===== src/rtl/hazard_issue_ctrl.sv =====
// Hazard/stall and split-issue controller for the N-wide in-order pipeline.
// Optional performance counters are enabled with the HAZARD_PERF_CNT_EN macro.
//
// state     | meaning
// ----------+----------------------------------------------------------
// S_IDLE    | no mult/div in flight; hazard, split and normal issue apply
// S_MD_BUSY | mult/div result pending; DX/XM/FD/PC frozen until md_ready
//           | or until the busy counter reaches MD_TIMEOUT-1
module hazard_issue_ctrl #(
  parameter int LANES      = 2,
  parameter int AW         = 5,
  parameter int STATUS_REG = 30,
  parameter int MD_TIMEOUT = 64
) (
  input  logic                clock,
  input  logic                reset,
  input  logic [LANES*AW-1:0] fd_rs,
  input  logic [LANES*AW-1:0] fd_rt,
  input  logic [LANES*AW-1:0] fd_rd,
  input  logic [LANES-1:0]    fd_reg_write,
  input  logic [LANES-1:0]    fd_branch,
  input  logic [LANES-1:0]    fd_jr,
  input  logic [LANES-1:0]    fd_bex,
  input  logic [LANES*AW-1:0] dx_rd,
  input  logic [LANES-1:0]    dx_reg_write,
  input  logic [LANES-1:0]    dx_mem_read,
  input  logic [LANES-1:0]    dx_md_op,
  input  logic [LANES*AW-1:0] xm_rd,
  input  logic [LANES-1:0]    xm_mem_read,
  input  logic                md_ready,
  output logic                pc_write,
  output logic                fd_write,
  output logic                dx_write,
  output logic                xm_write,
  output logic [LANES-1:0]    dx_lane_valid,
  output logic                md_busy,
  output logic                md_timeout
`ifdef HAZARD_PERF_CNT_EN
  ,
  output logic [31:0]         perf_stall_cycles,
  output logic [31:0]         perf_split_events
`endif
);

  localparam int CW = (MD_TIMEOUT > 1) ? $clog2(MD_TIMEOUT) : 1;
  localparam logic [CW-1:0] CNT_LAST = CW'((MD_TIMEOUT > 0) ? MD_TIMEOUT - 1 : 0);
  localparam logic [AW-1:0] STAT_R = AW'(STATUS_REG);

  typedef enum logic {S_IDLE = 1'b0, S_MD_BUSY = 1'b1} md_state_e;

  md_state_e        state_q, state_d;
  logic [CW-1:0]    cnt_q, cnt_d;
  logic             timeout_q, timeout_d;
  logic [LANES-1:0] issued_q, issued_d;
  logic [LANES-1:0] unissued, dep, issue_now, remaining;
  logic             blocked, stall, md_freeze, at_last;

  // Register 0 never matches, which keeps r0 from ever creating a hazard.
  function automatic logic rmatch(input logic [AW-1:0] r, input logic [AW-1:0] a,
                                  input logic [AW-1:0] b);
    return (r != '0) && ((r == a) || (r == b));
  endfunction

  assign unissued = ~issued_q;

  always_comb begin
    stall = 1'b0;
    for (int i = 0; i < LANES; i++) begin
      for (int j = 0; j < LANES; j++) begin
        if (unissued[i]) begin
          if (dx_mem_read[j] &&
              rmatch(dx_rd[j*AW +: AW], fd_rs[i*AW +: AW], fd_rt[i*AW +: AW]))
            stall = 1'b1;
          if ((fd_branch[i] || fd_jr[i]) && dx_reg_write[j] &&
              rmatch(dx_rd[j*AW +: AW], fd_rs[i*AW +: AW], fd_rd[i*AW +: AW]))
            stall = 1'b1;
          if ((fd_branch[i] || fd_jr[i]) && xm_mem_read[j] &&
              rmatch(xm_rd[j*AW +: AW], fd_rs[i*AW +: AW], fd_rd[i*AW +: AW]))
            stall = 1'b1;
          if (fd_bex[i] &&
              ((dx_reg_write[j] && rmatch(dx_rd[j*AW +: AW], STAT_R, STAT_R)) ||
               (xm_mem_read[j]  && rmatch(xm_rd[j*AW +: AW], STAT_R, STAT_R))))
            stall = 1'b1;
        end
      end
    end
  end

  // Lanes issue in order up to (not including) the first lane that reads an
  // earlier unissued lane's result; the rest wait for a later cycle.
  always_comb begin
    dep       = '0;
    issue_now = '0;
    blocked   = 1'b0;
    for (int k = 0; k < LANES; k++) begin
      for (int m = 0; m < LANES; m++) begin
        if ((m < k) && unissued[k] && unissued[m] && fd_reg_write[m] &&
            (rmatch(fd_rd[m*AW +: AW], fd_rs[k*AW +: AW], fd_rt[k*AW +: AW]) ||
             ((fd_branch[k] || fd_jr[k]) &&
              rmatch(fd_rd[m*AW +: AW], fd_rd[k*AW +: AW], fd_rd[k*AW +: AW]))))
          dep[k] = 1'b1;
      end
    end
    for (int k = 0; k < LANES; k++) begin
      blocked      = blocked | dep[k];
      issue_now[k] = unissued[k] & ~blocked;
    end
  end

  assign remaining = unissued & ~issue_now;
  assign md_freeze = (state_q == S_MD_BUSY) || ((|dx_md_op) && !md_ready);
  assign at_last   = (MD_TIMEOUT != 0) && (cnt_q == CNT_LAST);

  always_comb begin
    pc_write      = 1'b1;
    fd_write      = 1'b1;
    dx_write      = 1'b1;
    xm_write      = 1'b1;
    dx_lane_valid = '0;
    issued_d      = issued_q;
    if (!reset) begin
      if (md_freeze) begin
        pc_write = 1'b0;
        fd_write = 1'b0;
        dx_write = 1'b0;
        xm_write = 1'b0;
      end else if (stall) begin
        pc_write = 1'b0;
        fd_write = 1'b0;
      end else begin
        dx_lane_valid = issue_now;
        if (|remaining) begin
          pc_write = 1'b0;
          fd_write = 1'b0;
          issued_d = issued_q | issue_now;
        end else begin
          issued_d = '0;
        end
      end
    end
  end

  always_comb begin
    state_d   = state_q;
    cnt_d     = cnt_q;
    timeout_d = 1'b0;
    case (state_q)
      S_IDLE: begin
        if ((|dx_md_op) && !md_ready) begin
          state_d   = S_MD_BUSY;
          cnt_d     = '0;
          timeout_d = (MD_TIMEOUT == 1);
        end
      end
      default: begin
        if (md_ready || at_last) begin
          state_d = S_IDLE;
          cnt_d   = '0;
        end else begin
          cnt_d     = cnt_q + 1'b1;
          timeout_d = (MD_TIMEOUT != 0) && (cnt_d == CNT_LAST);
        end
      end
    endcase
  end

  // md_timeout is registered so it lines up with the final busy cycle.
  assign md_busy    = (state_q == S_MD_BUSY) && !reset;
  assign md_timeout = timeout_q && !reset;

`ifdef HAZARD_PERF_CNT_EN
  logic [31:0] perf_stall_q, perf_stall_d, perf_split_q, perf_split_d;
  logic        split_start;

  assign split_start = !reset && !md_freeze && !stall && (issued_q == '0) && (|remaining);

  always_comb begin
    perf_stall_d = perf_stall_q;
    perf_split_d = perf_split_q;
    if (!fd_write && (perf_stall_q != '1))
      perf_stall_d = perf_stall_q + 32'd1;
    if (split_start && (perf_split_q != '1))
      perf_split_d = perf_split_q + 32'd1;
  end

  assign perf_stall_cycles = perf_stall_q;
  assign perf_split_events = perf_split_q;
`endif

  always_ff @(posedge clock) begin
    if (reset) begin
      state_q   <= S_IDLE;
      cnt_q     <= '0;
      timeout_q <= 1'b0;
      issued_q  <= '0;
`ifdef HAZARD_PERF_CNT_EN
      perf_stall_q <= '0;
      perf_split_q <= '0;
`endif
    end else begin
      state_q   <= state_d;
      cnt_q     <= cnt_d;
      timeout_q <= timeout_d;
      issued_q  <= issued_d;
`ifdef HAZARD_PERF_CNT_EN
      perf_stall_q <= perf_stall_d;
      perf_split_q <= perf_split_d;
`endif
    end
  end

endmodule


===== config.mk =====
export PLATFORM = sky130hd
export DESIGN_NAME = hazard_issue_ctrl
export DESIGN_NICKNAME = d
export VERILOG_FILES = /design/src/rtl/hazard_issue_ctrl.sv
export SDC_FILE = /design/constraint.sdc
export NUM_CORES = 1
export LEC_CHECK = 0
export BUFFER_PORTS_ARGS = -buffer_cell sky130_fd_sc_hd__buf_2
export CORE_UTILIZATION = 45
export CTS_BUF_LIST = sky130_fd_sc_hd__clkbuf_8 sky130_fd_sc_hd__clkbuf_16
export CTS_CLUSTER_SIZE = 40
export DETAILED_ROUTE_END_ITERATION = 7
export PLACE_DENSITY = 0.73
export SYNTH_ARGS = -nofsm -noshare
export SYNTH_HDL_FRONTEND = slang
export SYNTH_SLANG_ARGS = --single-unit
export TNS_END_PERCENT = 20

===== constraint.sdc =====
create_clock -name clock -period 3.7 [get_ports clock]
set_clock_uncertainty 0.1 [all_clocks]
set_input_delay 0.185 -clock clock [delete_from_list [all_inputs] [get_ports clock]]
set_output_delay 0.185 -clock clock [all_outputs]
set_load 0.005 [all_outputs]

# Word level (Yosys, flattened, before mapping)
# Cells that the tools add are included.
[word_totals] ff_bits=10 latch_bits=0 ramBits=0 rom_bits=0 input_bits=69 out_inout_bits=8 elab_cells=165 memories=0
[classes] n_addsub=1 mul=0 div=0 n_lt_le_gt_ge=0 eq_ne=29 shift=0 muxes=37 bitwise_logic=9 reduce_logical=85
[op_table] op="5-bit equality test" n=23
[op_table] op="1-bit logical AND" n=53
[op_table] op="1-bit two-way mux" n=30
[op_table] op="5-bit nonzero test" n=5
[op_table] op="5-bit equality test (second input constant)" n=4
[op_table] op="1-bit logical OR" n=20
[op_table] op="6-bit two-way mux" n=3
[op_table] op="6-bit equality test (second input constant)" n=2
[op_table] op="2-bit two-way mux" n=4
[op_table] op="6-bit by 1-bit adder with 6-bit output (second input constant)" n=1
[op_table] op="1-bit NOT" n=4
[op_table] op="2-bit NOT" n=2
[op_table] op="2-bit OR reduction" n=2
[op_table] op="3-bit OR reduction" n=1
[op_table] op="2-bit bitwise AND" n=1
[op_table] op="1-bit logical NOT" n=2
[op_table] op="2-bit OR" n=1
[op_table] op="2-bit AND reduction" n=1
[op_table] op="2-bit nonzero test" n=1
[op_table] op="1-bit bitwise AND" n=1

# Logic depth before layout (Yosys ltp)
# Gate-level depths: netlist (run 1).
[depth] ltp_word=27 mapped_depth=9 mapped_depth_nobuf=8

# Worst setup path before layout (run 1)
# Ideal clock, no wire load.
[synth_path] path_kind="input-to-output" start="input port dx_rd[5]" end="output port pc_write" arrival_time_ns=1.750 required_time_ns=3.415 setup_slack_ns=1.665 cell_stages=9 path_buffers=2 cell_sequence="buf_2 > xnor2_1 > nand3_1 > or4_1 > and3_1 > o22ai_2 > o21ai_1 > a41o_1 > buf_4"
[synth_via] elab_chain_cells=22 word_cells_on_any_way=43 classes_between="7 x eq/ne; 18 x mux; 18 x reduce/logical"
[synth_lines] item="from (decl)" line_no="24" rtl="input logic [LANES*AW-1:0] dx_rd,"
[synth_lines] item="5-bit equality test" line_no="61" rtl="return (r != '0) && ((r == a) || (r == b));"
[synth_lines] item="1-bit logical OR" line_no="61"
[synth_lines] item="1-bit logical AND" line_no="61"
[synth_lines] item="1-bit logical AND" line_no="71" rtl="if (dx_mem_read[j] &&"
[synth_lines] item="1-bit two-way mux" line_no="71"
[synth_lines] item="1-bit two-way mux" line_no="74" rtl="if ((fd_branch[i] || fd_jr[i]) && dx_reg_write[j] &&"
[synth_lines] item="1-bit two-way mux" line_no="77" rtl="if ((fd_branch[i] || fd_jr[i]) && xm_mem_read[j] &&"
[synth_lines] item="1-bit two-way mux" line_no="80" rtl="if (fd_bex[i] &&"
[synth_lines] item="(+4 left out)"
[synth_lines] item="1-bit two-way mux" line_no="80"
[synth_lines] item="1-bit two-way mux" line_no="70" rtl="if (unissued[i]) begin"
[synth_lines] item="1-bit two-way mux" line_no="71"
[synth_lines] item="1-bit two-way mux" line_no="74"
[synth_lines] item="1-bit two-way mux" line_no="77"
[synth_lines] item="1-bit two-way mux" line_no="80"
[synth_lines] item="1-bit two-way mux *" line_no="70"
[synth_lines] item="1-bit two-way mux * (3 in series)"
[synth_lines] item="to (decl)" line_no="31" rtl="output logic pc_write,"
# Mark *: on every way between the ends. The rest lies on a longest branch, timed or not.

# Worst setup path after layout (run 1)
[layout_path] start="input port xm_rd[9]" end="output port dx_lane_valid[1]"
[layout_via] elab_chain_cells=20 word_cells_on_any_way=33 classes_between="5 x eq/ne; 16 x mux; 12 x reduce/logical"
[layout_lines] item="from (decl)" line_no="28" rtl="input logic [LANES*AW-1:0] xm_rd,"
[layout_lines] item="5-bit equality test or 5-bit nonzero test (tied branches)" line_no="61"
[layout_lines] item="1-bit logical OR or 1-bit logical AND (tied branches)" line_no="61"
[layout_lines] item="1-bit logical AND, on equally long branches" line_no="61, 82"
[layout_lines] item="1-bit logical AND or 1-bit logical OR (tied branches)" line_no="77, 81"
[layout_lines] item="1-bit two-way mux or 1-bit logical AND (tied branches)" line_no="77, 80"
[layout_lines] item="1-bit two-way mux" line_no="80"
[layout_lines] item="1-bit two-way mux" line_no="70"
[layout_lines] item="1-bit two-way mux" line_no="71"
[layout_lines] item="(+4 left out)"
[layout_lines] item="1-bit two-way mux" line_no="71"
[layout_lines] item="1-bit two-way mux" line_no="74"
[layout_lines] item="1-bit two-way mux" line_no="77"
[layout_lines] item="1-bit two-way mux" line_no="80"
[layout_lines] item="1-bit two-way mux *" line_no="70"
[layout_lines] item="2-bit two-way mux *" line_no="127" rtl="end else if (stall) begin"
[layout_lines] item="2-bit two-way mux *" line_no="122" rtl="if (md_freeze) begin"
[layout_lines] item="2-bit two-way mux *" line_no="121" rtl="if (!reset) begin"
[layout_lines] item="to (decl)" line_no="35" rtl="output logic [LANES-1:0] dx_lane_valid,"
# Marked as above.

==> summary.md, run 1 <==
| Metric | Value |
|---|---|
| Gates resized, CTS repair | `0` |
| Hold Violations, Final | `0` |
| Initial core utilization | `47.11%` |
| Worst hold margin | `0.1563 ns` |
| Power per cell area | `190.9 mW/mm²` |
| Die Area | `0.005298 mm²` |
| Max frequency | `443.6 MHz` |
| Ys flop type | `dfxtp_1` |
| CTS Hold Bufs | `0` |
| Seq. cell area | `180.2 µm²` |
| Most common cell in the netlist | `xor2_1` |
| GRT Overall Usage | `24.17%` |
| Top cells by area, synth | `xor2_1 (23%), xnor2_1 (21%), dfxtp_1 (8.0%), nor3_1 (4.4%), nand3_1 (3.8%)` |
| Via count | `2,236` |
| Die X-Extent | `72.79 µm` |
| Crit path DAT | `1.97 ns` |
| Path category of the worst min-delay check | `input pin to flop` |
| DRC viols | `0` |
| Fillers | `492` |
| Share of cells above drive strength 1 | `23.86%` |
| Setup violators final | `0` |
| Post-layout min period | `2.254 ns` |
| Max Slew Vio Count | `0` |
| Largest net degree at the start of global routing | `13` |
| Multi-input gate area | `0.001854 mm²` |
| Library cells used by synthesis | `39` |
| Maximum clock path buffer count | `2` |
| Setup repair bufs after CTS | `0` |
| Worst path required time | `3.41 ns` |
| Mapped Nets | `382` |
| RSZ-0062 raised after global routing | `no` |
| # placed instances | `415` |
| Sink Count | `9` |
| Nets | `424` |
| Core ar. | `0.004786 mm²` |
| H-tree levels | `1` |
| Port-buffer cells | `75` |
| DRT iter0 DRCs | `80` |
| IR drop worst, VDD | `0.09350 mV` |
| Synth area leader | `xor2_1` |
| Cell area after synthesis | `0.002255 mm²` |
| Ant diodes | `0` |
| CTS root buf | `clkbuf_8` |
| Non-filler cells, final | `419` |
| Core Util, Final | `53.36%` |
| Die Ht | `72.79 µm` |
| Final period util | `60.93%` |
| Number of global-route vias before repair | `2,121` |
| Synthesis-to-layout area growth | `13.26%` |
| Post-synth top cells | `xor2_1 (59), xnor2_1 (55), nor2_1 (20), nor3_1 (20), clkbuf_1 (18)` |
| Slew @ Worst Pin | `0.3969 ns` |
| Worst-path clk slew | `0.04 ns` |
| Routed len/inst | `14.52 µm` |
| Post-DP HPWL | `4856 µm` |
| Relative slew slack | `73.17%` |
| Pre-antenna DRT Iters | `4` |
| Clock latency on the worst-skew pair | `0.23 ns` |
| Fraction of registers with async set/reset | `0%` |
| Post-Route WL | `6083 µm` |
| CP Class | `input pin to primary output` |
| Number of synthesized flops with an enable pin | `0` |
| Crit path launch type | `input pin` |
| Antenna violations before repair | `0` |
| Flops & latches, synth | `9` |
| Yosys Warn Count | `0` |
| Synth top area share | `22.92%` |
| Synthesized instance count | `311` |
| Vias/cell | `5.337` |
| Grt total ovfl | `0` |
| LEAKAGE | `1.019 nW` |
| Seq/Total Area, Yosys | `7.991%` |
| Sum of negative setup slack | `0 ns` |
| Post-DRT Antenna Nets | `0` |
| Status | `finished clean` |
| CTS tree | `built` |
| Rows | `25` |
| TritonCTS Buffers | `3` |
| Max Cap Viol | `0` |
| Worst Path Max Fanout | `6` |
| First-pass GRT wire length | `9998 µm` |
| GP Congestion | `0.8598` |
| I/O pins | `77` |
| Syn_area_per_cell | `7.250 µm²` |
| CP Capture Type | `primary output` |
[registers in the layout, summed over array words and instances, names as in the netlist]
name       cells
timeout_q      1
issued_q       1
state_q        1
cnt_q          6
[placed cells by master, fill, tap and decap left out, types with 6 or more instances in the layout]
master and n:
a21oi_1 10, buf_2 75, dfxtp_1 9, nand2_1 9
nand3_1 17, nor2_1 20, nor3_1 20, o21ai_0 12
or4_1 6, xnor2_1 55, xor2_1 59
[area by class of cell]
| type | count | share of cell area, % |
|---|---|---|
| well taps | 67 | 3.283 |
| flip-flops and latches | 9 | 7.055 |
| clock inverters | 1 | 0.1470 |
| multi-input cells | 260 | 72.61 |
| repair buffers | 75 | 14.70 |
| inverters | 4 | 0.5879 |
| clock buffers | 3 | 1.617 |
[per-stage QoR]
step,cell area (µm²),setup WS (ns),power [mW]
global placement,2509,1.471,0.3732
floorplan,2255,1.665,0.3091
detailed placement,2509,1.433,0.3796
finish,2554,1.446,0.4874
global route,2554,1.257,0.5269
CTS,2554,1.435,0.4919
[cells by family after synthesis]
| kind of cell | synth area share (%) |
|---|---|
| compound gates | 10.43 |
| xor+xnor | 46.45 |
| fa+ha+maj | 1.110 |
| flops | 7.991 |
| buf+inv | 9.766 |
| simple gates | 24.25 |
[metal layers]
layer,GRT usage [%],wire length [µm]
met4,6.318,51
met2,46.11,3145
met5,0,0
met3,1.105,331
met1,29.32,2555
[report_power, final]
| part | internal, mW | leakage, nW | switching [mW] | total (mW) |
|---|---|---|---|---|
| logic | 0.125 | 0.919 | 0.150 | 0.274 |
| registers | 0.101 | 0.0730 | 0.00409 | 0.105 |
| clock network | 0.0720 | 0.0269 | 0.0362 | 0.108 |
[worst paths after layout]
| kind | startpoint | endpoint | slack, ns | depth (start not counted) |
|---|---|---|---|---|
| worst max register to register | cnt_q[0]$_SDFFE_PP0N_ | cnt_q[5]$_SDFFE_PP0N_ | 1.72 | 6 |
| worst min-delay path | md_ready | timeout_q$_SDFF_PP0_ | 0.16 | 3 |
| worst max-delay path | xm_rd[9] | dx_lane_valid[1] | 1.45 | 10 |
| worst min register to register | cnt_q[5]$_SDFFE_PP0N_ | timeout_q$_SDFF_PP0_ | 0.38 | 2 |
[worst max-delay path: stages]
cell and delay [ns]:
buf_2 0.15, or4_1 0.52, o21ai_1 0.18, nor2_1 0.05
o21ai_0 0.08, o311ai_1 0.17, nand2_1 0.10, nand4_1 0.14
nor3_1 0.24, buf_2 0.16
(Power assumes the default switching activity.)
==> run 2: changes to the inputs <==
==> constraint.sdc (replaced) <==
create_clock -name clock -period 2.3 [get_ports clock]
set_clock_uncertainty 0.1 [all_clocks]
set_input_delay 0.115 -clock clock [delete_from_list [all_inputs] [get_ports clock]]
set_output_delay 0.115 -clock clock [all_outputs]
set_load 0.005 [all_outputs]
==> summary.md, run 2 (synthesized netlist as in run 1, its figures left out) <==
| Metric | Value |
|---|---|
| Status | `finished clean` |
| Top reg by flops | `cnt_q` |
| Relative slew slack | `72.15%` |
| Max Slew Vio Count | `0` |
| Vias/cell | `5.341` |
| LEAKAGE | `1.034 nW` |
| Number of global-route vias before repair | `2,109` |
| Post-DP HPWL | `4958 µm` |
| Initial core utilization | `47.11%` |
| Pre-antenna DRT Iters | `4` |
| Worst-path clk slew | `0.04 ns` |
| H-tree levels | `1` |
| Sum of negative setup slack | `0 ns` |
| Grt total ovfl | `0` |
| Synthesis-to-layout area growth | `14.26%` |
| Post-Route WL | `6238 µm` |
| Final period util | `93.93%` |
| Die X-Extent | `72.79 µm` |
| # placed instances | `418` |
| Die Area | `0.005298 mm²` |
| Ant diodes | `0` |
| DRC viols | `0` |
| Post-DRT Antenna Nets | `0` |
| I/O pins | `77` |
| Worst path required time | `2.09 ns` |
| Core Util, Final | `53.83%` |
| Critical Path Max Stage Delay | `0.52 ns` |
| Worst path cell trace | `buf_2 > or4_1 > o21ai_1 > nor2_1 > o21ai_0 > o311ai_1 > nand2_1 > nand4_1 > nor3_1 > buf_2` |
| GRT Overall Usage | `24.87%` |
| Rows | `25` |
| RSZ-0062 raised after global routing | `yes` |
| Clock latency on the worst-skew pair | `0.24 ns` |
| Path category of the worst min-delay check | `input pin to flop` |
| Hold Violations, Final | `0` |
| DRT iter0 DRCs | `85` |
| Worst Path Max Fanout | `6` |
| Commonest cells after routing, fill and taps aside | `buf_2 (75), xor2_1 (59), xnor2_1 (55)` |
| Worst path slowest cell | `or4_1` |
| Largest net degree at the start of global routing | `13` |
| Final setup margin | `0.1395 ns` |
| Non-filler cells, final | `422` |
| Crit path DAT | `1.95 ns` |
| First-pass GRT wire length | `10,210 µm` |
| TritonCTS Buffers | `3` |
| Post-layout min period | `2.160 ns` |
| Crit path launch type | `input pin` |
| Setup repair bufs after CTS | `0` |
| Buf/Inv on CP | `2` |
| Share of cells above drive strength 1 | `24.51%` |
| IR drop worst, VDD | `0.1576 mV` |
| Slew @ Worst Pin | `0.4119 ns` |
| CTS tree | `built` |
| CP top delay family | `simple AND/OR/NAND/NOR gates` |
| Max Cap Viol | `0` |
| Setup violators final | `0` |
| Core ar. | `0.004786 mm²` |
| CTS Hold Bufs | `0` |
| Via count | `2,254` |
| Post-Place Setup Slack | `0.1708 ns` |
| Sink Count | `9` |
| Antenna violations before repair | `0` |
| Die Ht | `72.79 µm` |
| Largest register FFs | `6` |
| GP Congestion | `0.8783` |
| Gates resized, CTS repair | `0` |
| CP Capture Type | `primary output` |
| CP Class | `input pin to primary output` |
| Power per cell area | `308.9 mW/mm²` |
| Cell repeated most along the worst path | `buf_2` |
| Routed len/inst | `14.78 µm` |
| Max frequency | `462.9 MHz` |
| Maximum clock path buffer count | `2` |
| Most common cell after layout, fill and taps aside | `buf_2` |
| Port-buffer cells | `75` |
| Nets | `427` |
| CTS root buf | `clkbuf_8` |
run 2: through the flow:
stage	hold slack, ns	cell area [µm²]	power (mW)
finish	0.09130	2576	0.7958
global placement	0.3244	2531	0.6061
floorplan	0.1649	2255	0.4972
global route	0.09543	2576	0.8581
detailed placement	0.3246	2531	0.6171
CTS	0.08614	2576	0.8022
run 2: cell type report:
class,count,area (µm²)
Clock buffer,3,41.29
Fill cell,485,2210
Sequential cell,9,180.2
Clock inverter,1,3.754
Timing Repair Buffer,78,397.9
Multi-Input combinational cell,260,1854
Tap cell,67,83.83
Inverter,4,15.01
run 2: worst reg2reg max path: stages (launching register included):
cell and delay, ns:
dfxtp_1 0.33, ha_1 0.24, and3_1 0.22, a31oi_1 0.24, nand2_1 0.22, or3_1 0.39
a21oi_1 0.14
run 2: worst paths after layout:
| kind | startpoint | end | slack, ns | cells past startpoint |
|---|---|---|---|---|
| setup reg to reg | cnt_q[0]$_SDFFE_PP0N_ | cnt_q[5]$_SDFFE_PP0N_ | 0.33 | 6 |
| hold / removal | md_ready | timeout_q$_SDFF_PP0_ | 0.09 | 3 |
| setup / recovery | xm_rd[9] | dx_lane_valid[1] | 0.14 | 10 |
| hold reg to reg | cnt_q[5]$_SDFFE_PP0N_ | timeout_q$_SDFF_PP0_ | 0.39 | 2 |
run 2: where the power goes:
part / switching (mW) / internal (mW)
logic: 0.244 / 0.204
registers: 0.00668 / 0.162
clock network: 0.0628 / 0.116
total: 0.314 / 0.482
run 2: routing by layer:
metal  vias to the layer above  wire length (µm)  global-route usage, %
li1                       1134                 -                      -
met5                         -                 0                      0
met4                         0                46                  5.229
met3                         5               262                 0.9669
met1                      1038              2706                  31.24
met2                        77              3222                  46.83
